### src/rtl/alu_seq.sv
// alu_seq: registered ALU with a valid/ready handshake and a multi-cycle
// restoring divider.
//
// Single-cycle ops (add, sub, mul, logic, shifts, compares, divide-by-zero,
// illegal) are registered on the accept edge. A divide with a non-zero
// divisor goes through the FSM IDLE -> DIV (WIDTH steps) -> DONE and
// presents its result WIDTH+1 cycles after the accept edge.
//
// Ports:
//   clk, rst_n           clock (rising edge), async active-low reset
//   in_valid / in_ready  operand handshake (in_ready is combinational)
//   a, b, op             operands and 4-bit op code, sampled on accept
//   out_valid/out_ready  result handshake
//   result               2*WIDTH result (zero-extended unless op widens it)
//   zero, carry, err     status flags, meaningful while out_valid=1
module alu_seq #(
  parameter int WIDTH = 8
) (
  input  logic               clk,
  input  logic               rst_n,
  input  logic               in_valid,
  output logic               in_ready,
  input  logic [WIDTH-1:0]   a,
  input  logic [WIDTH-1:0]   b,
  input  logic [3:0]         op,
  output logic               out_valid,
  input  logic               out_ready,
  output logic [2*WIDTH-1:0] result,
  output logic               zero,
  output logic               carry,
  output logic               err
);

  localparam int SHW = $clog2(WIDTH);
  localparam logic [SHW-1:0] LAST_CNT = SHW'(WIDTH - 1);

  localparam logic [3:0] OP_ADD  = 4'b0000;
  localparam logic [3:0] OP_SUB  = 4'b0001;
  localparam logic [3:0] OP_MUL  = 4'b0010;
  localparam logic [3:0] OP_DIV  = 4'b0011;
  localparam logic [3:0] OP_AND  = 4'b0100;
  localparam logic [3:0] OP_OR   = 4'b0101;
  localparam logic [3:0] OP_XOR  = 4'b0110;
  localparam logic [3:0] OP_XNOR = 4'b0111;
  localparam logic [3:0] OP_SHL  = 4'b1000;
  localparam logic [3:0] OP_SHR  = 4'b1001;
  localparam logic [3:0] OP_GT   = 4'b1010;
  localparam logic [3:0] OP_EQ   = 4'b1011;

  typedef enum logic [1:0] {IDLE = 2'b00, DIV = 2'b01, DONE = 2'b10} state_t;

  typedef struct packed {
    logic [2*WIDTH-1:0] res;
    logic               cy;
    logic               er;
  } calc_t;

  // Single-cycle result. A divide only reaches this path with a zero
  // divisor, so the DIV arm encodes the divide-by-zero convention.
  function automatic calc_t alu_calc(input logic [WIDTH-1:0] x,
                                     input logic [WIDTH-1:0] y,
                                     input logic [3:0]       o);
    calc_t              c;
    logic [WIDTH:0]     sum;
    logic [2*WIDTH-1:0] wide;
    c    = '{res: {(2*WIDTH){1'b0}}, cy: 1'b0, er: 1'b0};
    sum  = {(WIDTH+1){1'b0}};
    wide = {(2*WIDTH){1'b0}};
    case (o)
      OP_ADD: begin
        sum   = {1'b0, x} + {1'b0, y};
        c.res = {{(WIDTH-1){1'b0}}, sum};
        c.cy  = sum[WIDTH];
      end
      OP_SUB: begin
        sum   = {1'b0, x} - {1'b0, y};
        c.res = {{(WIDTH-1){1'b0}}, sum};
        c.cy  = sum[WIDTH];
      end
      OP_MUL:  c.res = {{WIDTH{1'b0}}, x} * {{WIDTH{1'b0}}, y};
      OP_DIV: begin
        c.res = {x, {WIDTH{1'b1}}};
        c.er  = 1'b1;
      end
      OP_AND:  c.res = {{WIDTH{1'b0}}, x & y};
      OP_OR:   c.res = {{WIDTH{1'b0}}, x | y};
      OP_XOR:  c.res = {{WIDTH{1'b0}}, x ^ y};
      OP_XNOR: c.res = {{WIDTH{1'b0}}, ~(x ^ y)};
      OP_SHL: begin
        wide  = {{WIDTH{1'b0}}, x} << y[SHW-1:0];
        c.res = wide;
        c.cy  = wide[WIDTH];
      end
      OP_SHR:  c.res = {{WIDTH{1'b0}}, x >> y[SHW-1:0]};
      OP_GT:   c.res = {{(2*WIDTH-1){1'b0}}, (x > y)};
      OP_EQ:   c.res = {{(2*WIDTH-1){1'b0}}, (x == y)};
      default: c.er  = 1'b1;
    endcase
    return c;
  endfunction

  state_t             state_r, state_next_s;
  logic [WIDTH-1:0]   quo_r, dvs_r, rem_r;
  logic [SHW-1:0]     cnt_r;
  logic               out_valid_r, zero_r, carry_r, err_r;
  logic [2*WIDTH-1:0] result_r;

  logic               in_ready_s, accept_s, start_div_s, ge_s;
  logic [WIDTH:0]     shifted_s;
  logic [WIDTH-1:0]   rem_next_s;
  calc_t              calc_s;

  assign in_ready_s  = (state_r == IDLE) && (!out_valid_r || out_ready);
  assign accept_s    = in_valid && in_ready_s;
  assign start_div_s = accept_s && (op == OP_DIV) && (b != {WIDTH{1'b0}});
  assign calc_s      = alu_calc(a, b, op);

  // One restoring step: bring down the next dividend bit, subtract the
  // divisor if it fits. The difference is always < divisor, so WIDTH bits
  // of the subtraction are enough.
  assign shifted_s  = {rem_r, quo_r[WIDTH-1]};
  assign ge_s       = (shifted_s >= {1'b0, dvs_r});
  assign rem_next_s = ge_s ? (shifted_s[WIDTH-1:0] - dvs_r) : shifted_s[WIDTH-1:0];

  assign in_ready  = in_ready_s;
  assign out_valid = out_valid_r;
  assign result    = result_r;
  assign zero      = zero_r;
  assign carry     = carry_r;
  assign err       = err_r;

  // FSM state register.
  always_ff @(posedge clk or negedge rst_n) begin
    if (!rst_n) begin
      state_r <= IDLE;
    end else begin
      state_r <= state_next_s;
    end
  end

  // FSM next-state logic.
  always_comb begin
    state_next_s = state_r;
    case (state_r)
      IDLE: begin
        if (start_div_s) state_next_s = DIV;
        else             state_next_s = IDLE;
      end
      DIV: begin
        if (cnt_r == LAST_CNT) state_next_s = DONE;
        else                   state_next_s = DIV;
      end
      DONE:    state_next_s = IDLE;
      default: state_next_s = IDLE;
    endcase
  end

  // Divider datapath: quo_r starts as the dividend and shifts quotient bits in.
  always_ff @(posedge clk or negedge rst_n) begin
    if (!rst_n) begin
      quo_r <= {WIDTH{1'b0}};
      dvs_r <= {WIDTH{1'b0}};
      rem_r <= {WIDTH{1'b0}};
      cnt_r <= {SHW{1'b0}};
    end else begin
      case (state_r)
        IDLE: begin
          if (start_div_s) begin
            quo_r <= a;
            dvs_r <= b;
            rem_r <= {WIDTH{1'b0}};
            cnt_r <= {SHW{1'b0}};
          end else begin
            cnt_r <= cnt_r;
          end
        end
        DIV: begin
          quo_r <= {quo_r[WIDTH-2:0], ge_s};
          rem_r <= rem_next_s;
          cnt_r <= cnt_r + SHW'(1'b1);
        end
        default: cnt_r <= cnt_r;
      endcase
    end
  end

  // Output register: load a finished divide or a single-cycle op, else drain/hold.
  always_ff @(posedge clk or negedge rst_n) begin
    if (!rst_n) begin
      out_valid_r <= 1'b0;
      result_r    <= {(2*WIDTH){1'b0}};
      zero_r      <= 1'b0;
      carry_r     <= 1'b0;
      err_r       <= 1'b0;
    end else if (state_r == DONE) begin
      out_valid_r <= 1'b1;
      result_r    <= {rem_r, quo_r};
      zero_r      <= ({rem_r, quo_r} == {(2*WIDTH){1'b0}});
      carry_r     <= 1'b0;
      err_r       <= 1'b0;
    end else if (accept_s && !start_div_s) begin
      out_valid_r <= 1'b1;
      result_r    <= calc_s.res;
      zero_r      <= (calc_s.res == {(2*WIDTH){1'b0}});
      carry_r     <= calc_s.cy;
      err_r       <= calc_s.er;
    end else if (start_div_s || out_ready) begin
      // Either the old result drains alongside a divide start, or it simply drains.
      out_valid_r <= 1'b0;
    end else begin
      out_valid_r <= out_valid_r;
    end
  end

endmodule
### config.mk
export PLATFORM = sky130hd
export DESIGN_NAME = alu_seq
export DESIGN_NICKNAME = d
export VERILOG_FILES = /design/src/rtl/alu_seq.sv
export SDC_FILE = /design/constraint.sdc
export NUM_CORES = 1
export LEC_CHECK = 0
export BUFFER_PORTS_ARGS = -buffer_cell sky130_fd_sc_hd__buf_2
export CORE_ASPECT_RATIO = 1.2
export CORE_MARGIN = 1.5
export CORE_UTILIZATION = 45
export DETAILED_ROUTE_END_ITERATION = 10
export SLEW_MARGIN = 20
export SYNTH_ARGS = -nofsm -noshare
export SYNTH_HDL_FRONTEND = slang
export SYNTH_SLANG_ARGS = --single-unit
### constraint.sdc
create_clock -name clk -period 6.6 [get_ports clk]
set_clock_uncertainty 0.05 [all_clocks]
set_input_delay 0.99 -clock clk [delete_from_list [all_inputs] [get_ports clk]]
set_output_delay 0.99 -clock clk [all_outputs]
set_load 0.005 [all_outputs]
Word-level counts from Yosys, hierarchy flattened:

Cells that the tools add are included.

* equal/unequal tests: 16
* bitwise gates (word level): 4
* multiplexer cells: 24
* shifts and indexed selects: 2
* $lt $le $gt $ge: 2
* divide/modulo/power cells: 0
* add/sub/neg operators: 4
* reductions and logical operators: 20
* multiply operators: 1

Operator list (count)
* $pmux W16 S12: 1
* $logic_not A16 Y1: 2
* $mux W16: 2
* $pmux W8 S2: 2
* $mux W8: 3
* $eq A4 B3 Y1 const B: 4
* $eq A4 B4 Y1 const B: 4
* $mul A8 B8 Y16: 1
* $shl A8 B3 Y16: 1
* $mux W1: 11
* $reduce_or A11 Y1: 1
* $add A8 B8 Y9: 1
* $ge A9 B8 Y1: 1
* $sub A8 B8 Y9: 1
* $and A8 B8 Y8: 1
* $eq A4 B2 Y1 const B: 2
* $eq A8 B8 Y1: 1
* $gt A8 B8 Y1: 1
* $not A8 Y8: 1
* $or A8 B8 Y8: 1
* $reduce_bool A8 Y1: 1
* $shr A8 B3 Y8: 1
* $sub A8 B8 Y8: 1
* $xor A8 B8 Y8: 1
* other kinds (19): 27

* logic and storage cells: 83
* input port bits: 24
* ROM bits: 0
* latch bits: 0
* memories kept: 0
* memory bits (writable): 0
* bits in registers: 49

Logic depth before layout (Yosys ltp):

Gate-level depths: netlist of the first run.

* word-level depth: 10
* gate-level depth with buffers: 21
* depth with buffers taken out: 19

Worst setup path before layout of the first run:

Ideal clock, no wire load.

* path kind: input to register
* start: input a[7]
* end: register zero_r, in the netlist zero
* cell stages on the path: 18
* arrival time: 5.393 ns
* path buffers: 1
* required time: 6.474 ns
* slack: 1.080 ns
* cells stage by stage: clkbuf_1 -> clkinv_1 -> nor2_1 -> fa_1 -> fa_1 -> fa_1 -> inv_1 -> fa_1 -> inv_1 -> ha_1 -> inv_1 -> a21oi_1 -> nand2_1 -> nand3b_1 -> o21ai_0 -> a221o_1 -> or4_1 -> o21ai_1

* cells in the longest elaborated chain, start to end: 6

RTL lines
* from (decl): RTL line 23 `input logic [WIDTH-1:0] a,`
* parallel branches: the longest is 2 deep, another holds $mul A8 B8 Y16
* $pmux W16 S12 (*): RTL line 69 `case (o)`
* $logic_not A16 Y1 (*): RTL line 204 `zero_r <= (calc_s.res == {(2*WIDTH){1'b0}});`
* $mux W1 (*): RTL line 201 `end else if (accept_s && !start_div_s) begin`
* $mux W1 (*): RTL line 195 `end else if (state_r == DONE) begin`
* to (signal assigned): RTL line 198 `zero_r <= ({rem_r, quo_r} == {(2*WIDTH){1'b0}});`
* to (signal assigned): RTL line 204
* to (decl): RTL line 105 `logic out_valid_r, zero_r, carry_r, err_r;`

Mark *: on every way between the ends. The select of a mux whose other input is x is not followed.
A chain may end at the register's enable or synchronous reset.

Worst setup path in the final report of the first run:

* start: input a[3]
* end: register zero_r, in the netlist zero

The elaborated chain is that of the path after synthesis.

==> qor.yml, run 1 <==
cts_hold_buf: 0
power.density_nw_per_um2: 296
yosys.area_share.adder_pct: 24.4
syn_inst: 828
wl_per_cell_um: 21.9
drive_gt1_share_pct: 10.3
drc: 0
start_kind: "input port"
synth_area_um2: 6830
irDropWorstVdd_mv: 0.120
swShare_pct: 48.0
clock_latency_ns: 0.30
yosys_warnings: 0
grt_pass1_wl_mm: 36.4
p_leak_uw: 0.00350
track_usage_pct: 30.1
ys.flop_type: "dfrtp_1"
clock-sinks: 49
n_antenna_cell: 0
start_util_pct: 45.8
worst_pin_slew_ns: 1.17
synth_compound_area_share_pct: 20.2
max_freq_mhz: 173
ys_seq_elements: 49
num_vias: 6443
numCtsBuffers: 5
slew_headroom_pct: 20.8
pwr-share-clk_pct: 11.8
grt_pass1_vias: 6430
outcome: "finished clean"
cp.required_ns: 6.77
cts_tree: "done"
drv_cap: 0
synth_xor_xnor_area_share_pct: 1.92
routed_via_density: 6.14
cts_resized: 0
io_pins: 45
die_w_um: 115
finalNetCount: 979
async_reset_ff_share_pct: 100
arrival_ns: 5.96
syn_avg_cell_area_um2: 8.25
synth_edf_count: 0
synth_top_family_by_area: "adder cells"
worst-path-buf-inv: 5
crit_fanout: 12
rsz0062_at_grt: "false"
min_path_type: "reg2reg"
yosys.area_share.simple_pct: 18.3
period_share_pct: 87.7
detailed_place_hpwl_mm: 18.1
place_area_um2: 7170
crit_type: "in2reg"
post-route-min-period_ns: 5.79
power_frac_comb_pct: 64.6
area_growth_pct: 7.15
cp_cell_sequence: "buf_2 -> clkinv_1 -> nor2_1 -> fa_1 -> fa_1 -> fa_1 -> inv_1 -> fa_1 -> inv_1 -> ha_1 -> inv_1 -> a21oi_1 -> nand2_1 -> nand3b_1 -> o21ai_0 -> a221o_1 -> or4_1 -> o21ai_1"
n_fill_cell: 1482
grt_overflow: 0
crit_slowest_cell: "fa_1"
cp_slowest_stage_delay_ns: 0.55
drt-initial-drc-count: 645
rrSetupSlack_ns: 3.60
design.core.area_um2: 14900
endpoint_kind: "register"
seq_power_share_pct: 23.6
die_h_um: 138
drt_pass1_iterations: 6
synth_nets: 962
crit_path_frequent_cell: "fa_1"
path_clk_slew_ns: 0.07
setup_viol: 0
postCtsSetupBuffers: 0
power_switching_uw: 1040
num_rows: 49
die_area_um2: 15900
tns_ns: 0
drt-total-wl_mm: 23.0
yosys-mux-area-fraction_pct: 8.72
p_int_uw: 1130
clk_path_buf_depth: 2
numPortBuffers: 44
htree_levels: 2
synthDistinctLibCells: 74
antenna_found_initial: 0
final_cell_area_um2: 7320
synth_seq_area_share_pct: 18.0
grt_start_max_net_pins: 50
drv_slew: 0
finalHoldViolCount: 0
antenna_left: 0
root_buffer: "clkbuf_16"
cpLargestDelayFamily: "adder cells"
place.gp.congestion: 0.959
logic make-up after synthesis:
group                    count (synthesis)
adder cells (fa/ha/maj)                110
XOR/XNOR                                15
multiplexers                            51
buffers and inverters                  141
flip-flops                              49
AND/OR/NAND/NOR                        262
AO/OA/AOI/OAI                          200
power by group through the flow:
stage / Combinational [µW] / Sequential (µW) / Clock, µW
finish: 1400 / 512 / 255
global route: 1570 / 524 / 275
CTS: 1390 / 511 / 261
detailed placement: 1380 / 515 / 0
global placement: 1360 / 512 / 0
floorplan: 1010 / 488 / 0
path summary, 6_finish.rpt:
kind                       startpoint        end  cells after the start
max                              a[3]       zero                     18
min                         result[0]  result[0]                      2
max reg2reg                  rem_r[0]   rem_r[4]                      9
min reg2reg                 result[0]  result[0]                      2
max in group asynchronous       rst_n  out_valid                      1
min in group asynchronous       rst_n   dvs_r[3]                      1
tightest hold or removal path, cell delays in order, from the launching register on:
cell and delay [ns]:
dfrtp_1 0.34, a22oi_1 0.06, nand2_1 0.05
final cells by class:
type	instances	area [µm²]	area share (%)
repair buffers	55	305	4.17
well taps	204	255	3.49
clock inverters	3	17.5	0.239
multi-input cells	638	5030	68.7
inverters	96	360	4.93
flip-flops and latches	49	1230	16.8
clock buffers	5	125	1.71
metal layers:
metal	vias to the layer above	global-route usage [%]	part of all wire, %
met5	-	0	0
met4	0	14.7	4.6
met3	61	3.41	6.5
met2	283	52.1	49
met1	3137	37.1	40
li1	2962	-	-
cell usage in the layout (no fill, tap or decap), types with 5 or more instances in the layout:
cell type,count
a21oi_1,24
mux4_2,6
o21ai_0,57
o22ai_1,10
nand4_1,10
nor3_1,16
o21a_1,5
a211oi_1,5
nor4_1,9
ha_1,71
a221oi_1,8
o211ai_1,6
inv_1,93
mux2i_1,37
or3_1,6
buf_2,43
o21bai_1,6
xnor2_1,11
clkbuf_16,5
nand2b_1,12
buf_4,12
fa_1,39
a22oi_1,22
a21o_1,8
dfrtp_1,49
nor3b_1,5
nor2b_1,11
nor2_1,70
nand3_1,18
mux2_2,8
nand2_1,81
flip-flops by register name, indices dropped and copies added (netlist names):
name	cells
carry	1
cnt_r	3
dvs_r	8
err	1
out_valid	1
quo_r	8
rem_r	8
result	16
state_r	2
zero	1
Yosys cell counts, types with 4 or more instances:
master,instances,area (µm²)
a211oi_1,5,37.5
a21o_1,8,60.1
o2bb2ai_1,4,35.0
o21bai_1,6,45.0
o22ai_1,10,62.6
o21a_1,5,37.5
mux4_2,6,135
nor3_1,16,80.1
mux2_2,8,90.1
xor2_1,4,35.0
nand4_1,10,62.6
fa_1,39,781
nand2b_1,12,75.1
buf_2,13,65.1
mux2i_1,37,370
a21oi_1,24,120
xnor2_1,11,96.3
nor2b_1,11,68.8
nor3b_1,5,37.5
and3_1,4,25.0
dfrtp_1,49,1230
clkbuf_1,21,78.8
nand2_1,81,304
a22oi_1,22,165
or3_1,6,37.5
o21ai_0,57,285
o211ai_1,6,45.0
nor2_1,71,267
a221oi_1,8,70.1
inv_1,93,349
nor4_1,9,56.3
ha_1,71,888
nand3_1,18,90.1
buf_4,4,30.0
metrics by stage:
step           util (%)  hold WS, ns  cells  power, µW  worst slack (ns)
2_1_floorplan         -        0.435    828       1500              1.08
3_3_place_gp       48.1        0.429   1042       1870             0.666
3_5_place_dp       48.1        0.428   1042       1900             0.558
4_1_cts            49.1        0.442   1050       2160             0.849
5_1_grt            49.1        0.478   1050       2370             0.522
6_report           49.1        0.437   1050       2170             0.812
No activity file was read; power rests on OpenSTA's default activity.
==> run 2, diff against run 1 <==
==> constraint.sdc (replaced) <==
create_clock -name clk -period 6.6 [get_ports clk]
set_clock_uncertainty 0.05 [all_clocks]
set_input_delay 0.66 -clock clk [delete_from_list [all_inputs] [get_ports clk]]
set_output_delay 0.66 -clock clk [all_outputs]
set_load 0.005 [all_outputs]
==> run 2 against run 1 <==
Against the previous run:
- setup slack better by 0.26 ns
- via count down 0.67%
- global-route usage grew 0.053 points
- critical endpoint unchanged
==> qor.yml, run 2 (synthesized netlist as in run 1, its figures left out) <==
outcome: "finished clean"
crit_slowest_cell: "fa_1"
final_cells: 1044  # -0.57%
routed_via_density: 6.13  # about the same
largest_reg_flops: 16  # unchanged
postCtsSetupBuffers: 0  # unchanged
grtUsageMet1_pct: 37.1  # about the same
die_h_um: 138  # unchanged
numCtsBuffers: 5  # unchanged
drc: 0  # unchanged
detailed_place_hpwl_mm: 18.2  # +0.80%
n_fill_cell: 1528  # +3.1%
pre_cts_ws_ns: 0.786  # +0.228 ns
num_rows: 49  # unchanged
reg2reg_from: "rem_r[0]"
mostFrequentLayoutCells: "inv_1, nand2_1, ha_1, nor2_1, o21ai_0"
htree_levels: 2  # unchanged
io_pins: 45  # unchanged
gr-usage-met2_pct: 53.6  # +1.5 points
crit_fanout: 12  # unchanged
setup_viol: 0  # unchanged
n_antenna_cell: 0  # unchanged
grt_use_met3_pct: 2.84  # -0.57 points
cts_tree: "done"
worstReg2RegEnd: "rem_r[6]"
area_growth_pct: 6.82
irDropWorstVdd_mv: 0.128  # +6.3%
crit_type: "in2reg"
finalNetCount: 974  # -0.51%
grt_pass1_vias: 6504  # +1.2%
place_inst: 1037  # -0.48%
grt_pass1_wl_mm: 36.6  # +0.48%
numPortBuffers: 44  # unchanged
drv_slew: 0  # unchanged
cts_resized: 0  # unchanged
final.setup.worst_slack_ns: 1.08  # +0.265 ns
worst_pin_slew_ns: 1.09  # -0.0880 ns
start_util_pct: 45.8  # unchanged
busiest_layer: "met2"
drt-total-wl_mm: 23.2  # +0.77%
drive_gt1_share_pct: 9.64  # -0.64 points
track_usage_pct: 30.1  # +0.053 points
grt_overflow: 0  # unchanged
max_freq_mhz: 181  # +4.8%
cp_cell_sequence: "buf_2 -> ha_1 -> inv_1 -> fa_1 -> fa_1 -> inv_1 -> fa_1 -> inv_1 -> fa_1 -> inv_1 -> ha_1 -> o21ai_0 -> o21ai_0 -> nand2_1 -> nand3b_1 -> o21ai_0 -> a221o_1 -> or4_1 -> o21ai_1"
wl_per_cell_um: 22.2  # +1.3%
arrival_ns: 5.70  # -0.26 ns
p_leak_uw: 0.00349  # -0.46%
final_cell_area_um2: 7290  # -0.31%
grt_start_max_net_pins: 41  # -18%
cp.required_ns: 6.78  # about the same
period_share_pct: 83.7  # -4.0 points
place_area_um2: 7130  # -0.52%
drv_cap: 0  # unchanged
start_kind: "input port"
drt_pass1_iterations: 5  # -1
post-route-min-period_ns: 5.52  # -0.265 ns
drt-initial-drc-count: 518  # -20%
design.core.area_um2: 14900  # unchanged
cp_slowest_stage_delay_ns: 0.53  # -0.02 ns
layout_commonest_cell: "inv_1"
endpoint_kind: "register"
place.gp.congestion: 0.956  # -0.28%
path_clk_slew_ns: 0.07  # about the same
power.density_nw_per_um2: 304  # +2.7%
rsz0062_at_grt: "false"
die_area_um2: 15900  # unchanged
root_buffer: "clkbuf_16"
die_w_um: 115  # unchanged
num_vias: 6400  # -0.67%
clk_path_buf_depth: 2  # unchanged
finalHoldViolCount: 0  # unchanged
rrSetupSlack_ns: 3.60  # about the same
antenna_found_initial: 0  # unchanged
clock-sinks: 49  # unchanged
antenna_left: 0  # unchanged
clock_latency_ns: 0.30  # about the same
ff2ff_path_depth: 9  # unchanged
cts_hold_buf: 0  # unchanged
min_path_type: "in2async"
tns_ns: 0  # unchanged
slew_headroom_pct: 27.5  # +6.7 points
run 2: cell types whose count changed in the layout (fill, tap and decap cells not counted), sizes merged:
cell,previous run,this run
buf,55,50
bufinv,0,1
clkinv,4,3
clkinvlp,1,0
run 2: per-stage QoR:
stage,utilization [%],power (µW),hold WS [ns]
global placement,47.9,1870,0.426
CTS,48.9,2210,0.166
detailed placement,47.9,1910,0.428
global route,49.0,2410,0.171
finish,49.0,2220,0.160
floorplan,-,1500,0.314
run 2: report_power, final:
| part | leakage [µW] | total (µW) | internal [µW] | switching (µW) |
|---|---|---|---|---|
| registers | 0.000633 | 511 | 415 | 95.7 |
| logic | 0.00277 | 1420 | 572 | 847 |
| clock network | 0.0000797 | 289 | 176 | 113 |
| total | 0.00349 | 2220 | 1160 | 1060 |
run 2: routing by layer:
layer / part of all wire, % / wire length [µm]
met1: 40 / 9400
met2: 50 / 11600
met3: 5.6 / 1300
met4: 4.1 / 949
met5: 0 / 0
run 2: how the worst max path moves through the flow:
| stage | cells past startpoint | startpoint | to |
|---|---|---|---|
| after floorplan | 18 | a[7] | zero |
| after global placement | 18 | a[3] | zero |
| after detailed placement | 18 | a[3] | zero |
| after CTS | 18 | a[3] | zero |
| after global routing | 18 | a[3] | zero |
| final | 19 | a[3] | zero |
run 2: area by class of cell:
| type | instances | area (µm²) | share of cell area, % |
|---|---|---|---|
| clock inverters | 2 | 35.0 | 0.480 |
| repair buffers | 50 | 265 | 3.64 |
| multi-input cells | 638 | 5030 | 68.9 |
| clock buffers | 5 | 125 | 1.72 |
| inverters | 96 | 360 | 4.94 |
| flip-flops and latches | 49 | 1230 | 16.8 |
| well taps | 204 | 255 | 3.50 |
run 2: worst max-delay path: cells and delay by family:
family	cells	cell delay [ns]
and+or+nand+nor	3	0.78
adders and majority gates	6	2.64
buffers and inverters	5	0.61
AOI/OAI and AO/OA	5	1.02
